## src/rtl/bcd_scan_display_if.sv

```systemverilog
// Load/result bus between the calculator result register and the BCD display stage.
interface bcd_scan_display_if #(
  parameter int WIDTH  = 10,
  parameter int DIGITS = 4
);
  // Handshake: value is taken on a clock edge where value_valid=1 and busy=0.
  // A strobe seen while busy=1 is dropped, not queued. bcd/overflow change only
  // on the edge that drops busy.
  logic [WIDTH-1:0]    value;
  logic                value_valid;
  logic                busy;
  logic [4*DIGITS-1:0] bcd;
  logic                overflow;

  modport master (output value, value_valid, input busy, bcd, overflow);
  modport slave  (input value, value_valid, output busy, bcd, overflow);
endinterface

```

## src/rtl/bcd_scan_display.sv

```systemverilog
// Binary to packed BCD (sequential double-dabble) plus a multiplexed common-anode 7-segment driver.
// Optional feature macro: LEADING_ZERO_BLANK_EN blanks digits above the most significant nonzero digit.
module bcd_scan_display #(
  parameter int WIDTH    = 10,
  parameter int DIGITS   = 4,
  parameter int SCAN_DIV = 10
) (
  input  logic                clk_in,
  input  logic                rst_n,
  bcd_scan_display_if.slave   bus,
  output logic [6:0]          seg,
  output logic [DIGITS-1:0]   digit_en,
  output logic [1:0]          state_dbg
);

  localparam int BCD_W = 4 * DIGITS;
  localparam int CNT_W = $clog2(WIDTH + 1);
  localparam int IDX_W = (DIGITS > 1) ? $clog2(DIGITS) : 1;
  localparam logic [31:0]      MAX_VAL  = 32'(10 ** DIGITS - 1);
  localparam logic [CNT_W-1:0] BITS     = CNT_W'(WIDTH);
  localparam logic [IDX_W-1:0] LAST_IDX = IDX_W'(DIGITS - 1);
  localparam logic [6:0]       SEG_DASH  = 7'b0111111;
  localparam logic [6:0]       SEG_BLANK = 7'h7F;

  typedef enum logic [1:0] {
    S_IDLE  = 2'd0,
    S_SHIFT = 2'd1,
    S_DONE  = 2'd2
  } state_t;

  state_t state, state_nx;

  logic [WIDTH-1:0]       value_reg;
  logic [BCD_W-1:0]       scratch;
  logic [BCD_W-1:0]       adj;
  logic [BCD_W+WIDTH-1:0] shift_w;
  logic [CNT_W-1:0]       bit_cnt;
  logic                   ovf_hold;
  logic [BCD_W-1:0]       bcd_q;
  logic                   ovf_q;
  logic                   busy_q;
  logic [SCAN_DIV-1:0]    scan_cnt;
  logic [IDX_W-1:0]       digit_idx;
  logic [3:0]             nibble;

  always_ff @(posedge clk_in or negedge rst_n) begin
    if (!rst_n) state <= S_IDLE;
    else        state <= state_nx;
  end

  always_comb begin
    state_nx = state;
    case (state)
      S_IDLE:  if (bus.value_valid) state_nx = S_SHIFT;
      S_SHIFT: if (bit_cnt == CNT_W'(1)) state_nx = S_DONE;
      S_DONE:  state_nx = S_IDLE;
      default: state_nx = S_IDLE;
    endcase
  end

  // Add-3 correction on every nibble before the shift; the top bit shifted out
  // of the scratch is a carry worth 10**DIGITS and is intentionally dropped.
  always_comb begin
    adj = scratch;
    for (int i = 0; i < DIGITS; i++) begin
      adj[4*i +: 4] = (scratch[4*i +: 4] >= 4'd5) ? scratch[4*i +: 4] + 4'd3
                                                  : scratch[4*i +: 4];
    end
  end

  assign shift_w = {adj[BCD_W-2:0], value_reg, 1'b0};

  always_ff @(posedge clk_in or negedge rst_n) begin
    if (!rst_n) begin
      value_reg <= '0;
      scratch   <= '0;
      bit_cnt   <= '0;
      ovf_hold  <= 1'b0;
      bcd_q     <= '0;
      ovf_q     <= 1'b0;
      busy_q    <= 1'b0;
    end else begin
      case (state)
        S_IDLE: begin
          if (bus.value_valid) begin
            value_reg <= bus.value;
            scratch   <= '0;
            bit_cnt   <= BITS;
            ovf_hold  <= (32'(bus.value) > MAX_VAL);
            busy_q    <= 1'b1;
          end
        end
        S_SHIFT: begin
          scratch   <= shift_w[BCD_W+WIDTH-1:WIDTH];
          value_reg <= shift_w[WIDTH-1:0];
          bit_cnt   <= bit_cnt - CNT_W'(1);
        end
        S_DONE: begin
          bcd_q  <= scratch;
          ovf_q  <= ovf_hold;
          busy_q <= 1'b0;
        end
        default: ;
      endcase
    end
  end

  always_ff @(posedge clk_in or negedge rst_n) begin
    if (!rst_n) begin
      scan_cnt  <= '0;
      digit_idx <= '0;
    end else begin
      scan_cnt <= scan_cnt + 1'b1;
      if (&scan_cnt) begin
        digit_idx <= (digit_idx == LAST_IDX) ? '0 : digit_idx + 1'b1;
      end
    end
  end

  function automatic logic [6:0] seg_code(input logic [3:0] n);
    case (n)
      4'd0:    seg_code = 7'b1000000;
      4'd1:    seg_code = 7'b1111001;
      4'd2:    seg_code = 7'b0100100;
      4'd3:    seg_code = 7'b0110000;
      4'd4:    seg_code = 7'b0011001;
      4'd5:    seg_code = 7'b0010010;
      4'd6:    seg_code = 7'b0000010;
      4'd7:    seg_code = 7'b1111000;
      4'd8:    seg_code = 7'b0000000;
      4'd9:    seg_code = 7'b0010000;
      default: seg_code = SEG_BLANK;
    endcase
  endfunction

  assign nibble = bcd_q[{digit_idx, 2'b00} +: 4];

  // seg and digit_en both derive from digit_idx, so they switch on the same edge.
  always_comb begin
    seg = seg_code(nibble);
`ifdef LEADING_ZERO_BLANK_EN
    if ((digit_idx != '0) && ((bcd_q >> {digit_idx, 2'b00}) == '0)) seg = SEG_BLANK;
`endif
    if (ovf_q) seg = SEG_DASH;
  end

  assign digit_en     = ~(DIGITS'(1) << digit_idx);
  assign bus.busy     = busy_q;
  assign bus.bcd      = bcd_q;
  assign bus.overflow = ovf_q;
  assign state_dbg    = state;

endmodule

```

## src/flat_wrapper.sv

```systemverilog
// flat-port wrapper written by rule: the top's interface ports become plain ports
module bcd_scan_display_flat 
#(
  parameter int WIDTH    = 10,
  parameter int DIGITS   = 4,
  parameter int SCAN_DIV = 10
)
  (clk_in, rst_n, seg, digit_en, state_dbg, bus_value, bus_value_valid, bus_busy, bus_bcd, bus_overflow);
  bcd_scan_display_if #(.WIDTH(WIDTH), .DIGITS(DIGITS)) bus_i ();
  input  logic clk_in;
  input  logic rst_n;
  output logic [6:0] seg;
  output logic [DIGITS-1:0] digit_en;
  output logic [1:0] state_dbg;
  input wire logic [$bits(bus_i.value)-1:0] bus_value;
  input wire logic [$bits(bus_i.value_valid)-1:0] bus_value_valid;
  output wire logic [$bits(bus_i.busy)-1:0] bus_busy;
  output wire logic [$bits(bus_i.bcd)-1:0] bus_bcd;
  output wire logic [$bits(bus_i.overflow)-1:0] bus_overflow;
  assign bus_i.value = bus_value;
  assign bus_i.value_valid = bus_value_valid;
  assign bus_busy = bus_i.busy;
  assign bus_bcd = bus_i.bcd;
  assign bus_overflow = bus_i.overflow;
  bcd_scan_display #(.WIDTH(WIDTH), .DIGITS(DIGITS), .SCAN_DIV(SCAN_DIV)) u_core (.clk_in(clk_in), .rst_n(rst_n), .bus(bus_i), .seg(seg), .digit_en(digit_en), .state_dbg(state_dbg));
endmodule
```

## config.mk

```make
export PLATFORM = sky130hd
export DESIGN_NAME = bcd_scan_display_flat
export DESIGN_NICKNAME = d
export VERILOG_FILES = /design/src/rtl/bcd_scan_display_if.sv /design/src/rtl/bcd_scan_display.sv /design/src/flat_wrapper.sv
export SDC_FILE = /design/constraint.sdc
export NUM_CORES = 1
export LEC_CHECK = 0
export CAP_MARGIN = 25
export CORE_ASPECT_RATIO = 2
export CORE_MARGIN = 2
export CORE_UTILIZATION = 55
export DETAILED_ROUTE_END_ITERATION = 12
export GPL_ROUTABILITY_DRIVEN = 0
export PLACE_DENSITY = 0.8
export RECOVER_POWER = 50
export SLEW_MARGIN = 20
export SYNTH_ARGS = -nofsm -noshare
export SYNTH_HDL_FRONTEND = slang
export SYNTH_SLANG_ARGS = --single-unit
```

## constraint.sdc

```tcl
create_clock -name clk_in -period 2.7 [get_ports clk_in]
set_input_delay 0.54 -clock clk_in [delete_from_list [all_inputs] [get_ports clk_in]]
set_output_delay 0.54 -clock clk_in [all_outputs]
set_load 0.005 [all_outputs]
```

# Word-level counts from Yosys, hierarchy flattened
# Memory sizes are Yosys's and may differ from the RTL's.
# Cells that the tools add are included.
dict set report word_totals {
  rom_bits 112
  inputBits 13
  memories 1
  wordCells 52
  reg_bits 61
  out_inout_bits 31
}
# memory words word_bits read_ports rd_ports_with_merged_regs wr line
set memory_table {}
lappend memory_table {{(no name shown)} 16 7 1 0 0 bcd_scan_display.sv:121} ;# case (n)
dict set report op_classes {
  n_reduce_logical 7
  mux 16
  n_eq_ne 6
  add_sub_neg 7
  shift 2
  bitwise_logic 1
  magnitude_cmp 4
}
# operator n
set op_table {}
lappend op_table {{$pmux 16 s2} 1}
lappend op_table {{$pmux 10 s2} 1}
lappend op_table {{$ge 4x3->1 const B} 4}
lappend op_table {{$mux 16} 1}
lappend op_table {{$mux 4} 4}
lappend op_table {{$shiftx 16x5->4} 1}
lappend op_table {{$add 4x2->4 const B} 3}
lappend op_table {{$add 10x1->10 const B} 1}
lappend op_table {{$mux 10} 1}
lappend op_table {{$reduce_and 10->1} 1}
lappend op_table {{$pmux 4 s2} 1}
lappend op_table {{$mux 2} 3}
lappend op_table {{$reduce_and 2->1} 3}
lappend op_table {{$eq 2x2->1 const B} 2}
lappend op_table {{$eq 4x1->1 const B} 1}
lappend op_table {{$not 4->4} 1}
lappend op_table {{$pmux 2 s2} 1}
lappend op_table {{$reduce_bool 2->1} 2}
lappend op_table {{$shl 1x2->4 const A} 1}
lappend op_table {{$sub 4x1->4 const B} 1}
lappend op_table {{$add 3x2->3 const B} 1}
lappend op_table {{$mux 3} 1}
lappend op_table {{$add 2x1->2 const B} 1}
lappend op_table {{$eq 2x1->1 const B} 1}
lappend op_table {{5 further kinds} 5}

# Logic depth before layout (Yosys ltp)
dict set report logic_depth {
  word_depth 3
  ltp_mapped 7
  mapped_depth_nobuf 6
}

# Least setup slack after synthesis
# Ideal clock, no wire load.
dict set report synth_timing {
  path_kind {register to output}
  start {register u_core.digit_idx[0]}
  end {output port seg[3]}
  required_ns 2.160
  path_slack_ns 0.423
  path_buffers 1
  path_stages_with_launch 8
  arrival_time_ns 1.737
  path_cell_list {dfrtp_1 > buf_6 > mux4_1 > inv_1 > ha_1 > or2_0 > a21oi_2 > a21oi_1}
}
dict set report synth_via {
  elab_chain_cells 2
}
# item line
set synth_lines {}
lappend synth_lines {{start, declared} bcd_scan_display.sv:43} ;# logic [IDX_W-1:0] digit_idx;
lappend synth_lines {{start signal, assigned} bcd_scan_display.sv:115} ;# digit_idx <= (digit_idx == LAST_IDX) ? '0 : digit_idx + 1'b1;
lappend synth_lines {{$shiftx 16x5->4} bcd_scan_display.sv:136} ;# assign nibble = bcd_q[{digit_idx, 2'b00} +: 4];
lappend synth_lines {{$mem_v2 16x7} --}
lappend synth_lines {{end, declared} flat_wrapper.sv:12} ;# output logic [6:0] seg;
# Every way passes these cells.

# Worst setup path in the final report
dict set report layout_timing {
  start {register u_core.digit_idx[0]}
  end {output port seg[5]}
}
# Same word-level chain as after synthesis.

==> metrics.txt <==
run status completed; largest net degree at the start of global routing 62; WHS 0.449 ns; Yosys top cell by area dfrtp_1; CP Capture Type primary output; Antenna diodes 0; final net count 384; post-route cell area 0.00406 mm2; Synth area leaders dfrtp_1 (49%), ha_1 (8.0%), mux2_2 (7.5%); HP Class flip-flop to flip-flop; ys flop type dfrtp_1; clock transition at the registers of the reported paths 0.05 ns; f_max 372 MHz; pwr/cell area 1150 mW/mm2; period utilization 99.6%; drt first-iter violations 134; max layer used met4; Mapped Area 0.00314 mm2; final core occ 72.4%; CTS tree built; Max-Cap Viols 0; CTS Buffer Depth 2; multi-input logic area 0.00151 mm2; Clock Skew 0.00613 ns; Initial Util 56.0%; vias 2,419; post-synth top area share 48.5%; RR Endpoint u_core.bus.bcd[5]$_DFFE_PN0P_; RSZ-0062 raised after global routing true; met1 wire length 2.72 mm; Seq/Total Area, Yosys 48.5%; DRC errors left 0; die area 0.00637 mm2; IO buf count 42; syn_area_per_cell 10.7 um2; latest clock arrival within the worst-skew pair 0.32 ns; gr usage total 24.8%; Post-Route WL 7.25 mm; overall die width 57.5 um; HPWL after detailed placement 4.51 mm; pins over their slew limit 0; leakage power 1.87 nW; Die Y 111 um; Detail Route Antenna Nets 0; synth-to-layout area growth 29.1%; DR WL met2 3.96 mm; FILL cells 389; Post-synth EDFFs 0; Sequential cell area 0.00153 mm2; maximum vdd drop 1.15 mV; first-pass GRT wire length 12.1 mm; Worst Path Max Fanout 4; Post-Syn Nets 326; CTS buffer count 9; metal3 WL 297 um; initial antenna violation count 0; FF-to-FF Start u_core.state_dbg[1]$_DFFE_PN0P_; Ports 44; GRT overflow 0; synthesized flop and latch total 61; Post-Syn Instances 293; CTS Root Cell clkbuf_16; crit path DAT 2.15 ns; CORE AREA 0.00561 mm2; First-pass DRT Iterations 4; Final setup viols 0; reg2reg path depth 3; minimum clock period 2.69 ns; Slew HR 4.18%; Min-Delay Endpoint u_core.scan_cnt[0]$_DFF_PN0_; hold buffer count at CTS 0; Post-synth ARST share 100%; htree depth 3; share of layout cells above drive strength 1 21.6%; vias per cell 5.80; Synth Warn # 0; startpoint type of the worst setup path flip-flop; most common cell after layout, fill and taps aside dfrtp_1; worst-margin pin slew 1.44 ns; Cell Area, Placed 0.00363 mm2; Final Hold Fails 0; flop-to-flop setup slack 0.80 ns; commonest non-fill, non-tap cells in the layout dfrtp_1 (60), clkdlybuf4s50_1 (34), nor2_1 (27); drt wl/cell 17.4 um; clock sink count 61; type of the worst setup path flip-flop to primary output; num rows 39; vias in the first global route 2,591; CP required 2.16 ns; library cells used by synthesis 40; Hold Startpoint u_core.scan_cnt[0]$_DFF_PN0_; hold depth 1
[cell usage after synthesis (3+ instances only)]
| cell | count |
|---|---|
| xor2_1 | 5 |
| nor2_1 | 28 |
| o21ai_0 | 12 |
| clkbuf_1 | 8 |
| o22ai_1 | 4 |
| mux2_2 | 21 |
| nor2b_1 | 5 |
| ha_1 | 20 |
| a32o_1 | 4 |
| buf_2 | 3 |
| inv_1 | 22 |
| a21oi_1 | 13 |
| o32ai_1 | 3 |
| o31ai_1 | 4 |
| xnor2_1 | 10 |
| nand2b_1 | 6 |
| dfrtp_1 | 61 |
| a31oi_1 | 9 |
| nand2_1 | 25 |
[per-stage QoR]
step	total power (W)	setup WS [ns]	cells	setup TNS, ns
final	0.00465	0.0113	417	0
after global routing	0.00495	-0.0552	417	-0.222
after CTS	0.00461	-0.0577	414	-0.0577
after detailed placement	0.00327	0.00487	391	0
after global placement	0.00316	0.0775	391	0
after floorplan	0.00255	0.423	293	0
[where the power goes]
group / internal (W) / leakage, nW / switching [W]
Clock: 0.000853 / 0.163 / 0.000371
Sequential: 0.00123 / 0.776 / 0.000302
Combinational: 0.000997 / 0.930 / 0.000902
Total: 0.00308 / 1.87 / 0.00157
[routing by layer]
metal | vias up | global-route usage [%]
met5 | - | 0
met3 | 24 | 4.78
met4 | 0 | 11.6
met2 | 75 | 42.6
met1 | 1199 | 28.6
li1 | 1121 | -
[cell families after synthesis]
kind of cell	Yosys count	share of synthesized area, %
muxes	26	10.9
other	1	0.119
buffers and inverters	36	5.01
xor gates and xnor gates	15	4.18
and+or+nand+nor	78	11.7
DFF	61	48.5
AOI/OAI and AO/OA	56	11.5
adders and majority gates	20	7.96
[worst max path at each step]
stage | from | to | slack [ns] | cells after the start
floorplan | u_core.digit_idx[0]$_DFFE_PN0P_ | seg[3] | 0.42 | 7
global placement | u_core.digit_idx[0]$_DFFE_PN0P_ | seg[0] | 0.08 | 6
detailed placement | u_core.digit_idx[0]$_DFFE_PN0P_ | seg[2] | 0.005 | 6
CTS | u_core.digit_idx[0]$_DFFE_PN0P_ | seg[3] | -0.06 | 7
global route | u_core.digit_idx[0]$_DFFE_PN0P_ | seg[5] | -0.06 | 7
finish | u_core.digit_idx[0]$_DFFE_PN0P_ | seg[5] | 0.01 | 6
[worst max-delay path: stages, from the launching register on]
cell and delay (ns):
dfrtp_2 0.41, mux4_2 0.56, buf_4 0.18, ha_1 0.21
nor2_2 0.14, nor2_1 0.07, dlygate4sd2_1 0.26
[cell type report]
cell class                      count  area share (%)
Inverter                           22            2.03
Clock buffer                       12            6.32
Multi-Input combinational cell    197            37.2
Sequential cell                    61            37.6
Timing Repair Buffer               60            13.2
Clock inverter                      4            1.73
Tap cell                           61            1.88
[timing repair]
item / 4_1_cts / 5_1_grt
gates resized for setup: 22 / 8
pin swaps: 3 / 2
buffers inserted: 6 / 3
gates cloned: 1 / 0
setup endpoints to repair: 7 / 7
No activity file was read; power rests on OpenSTA's default activity.
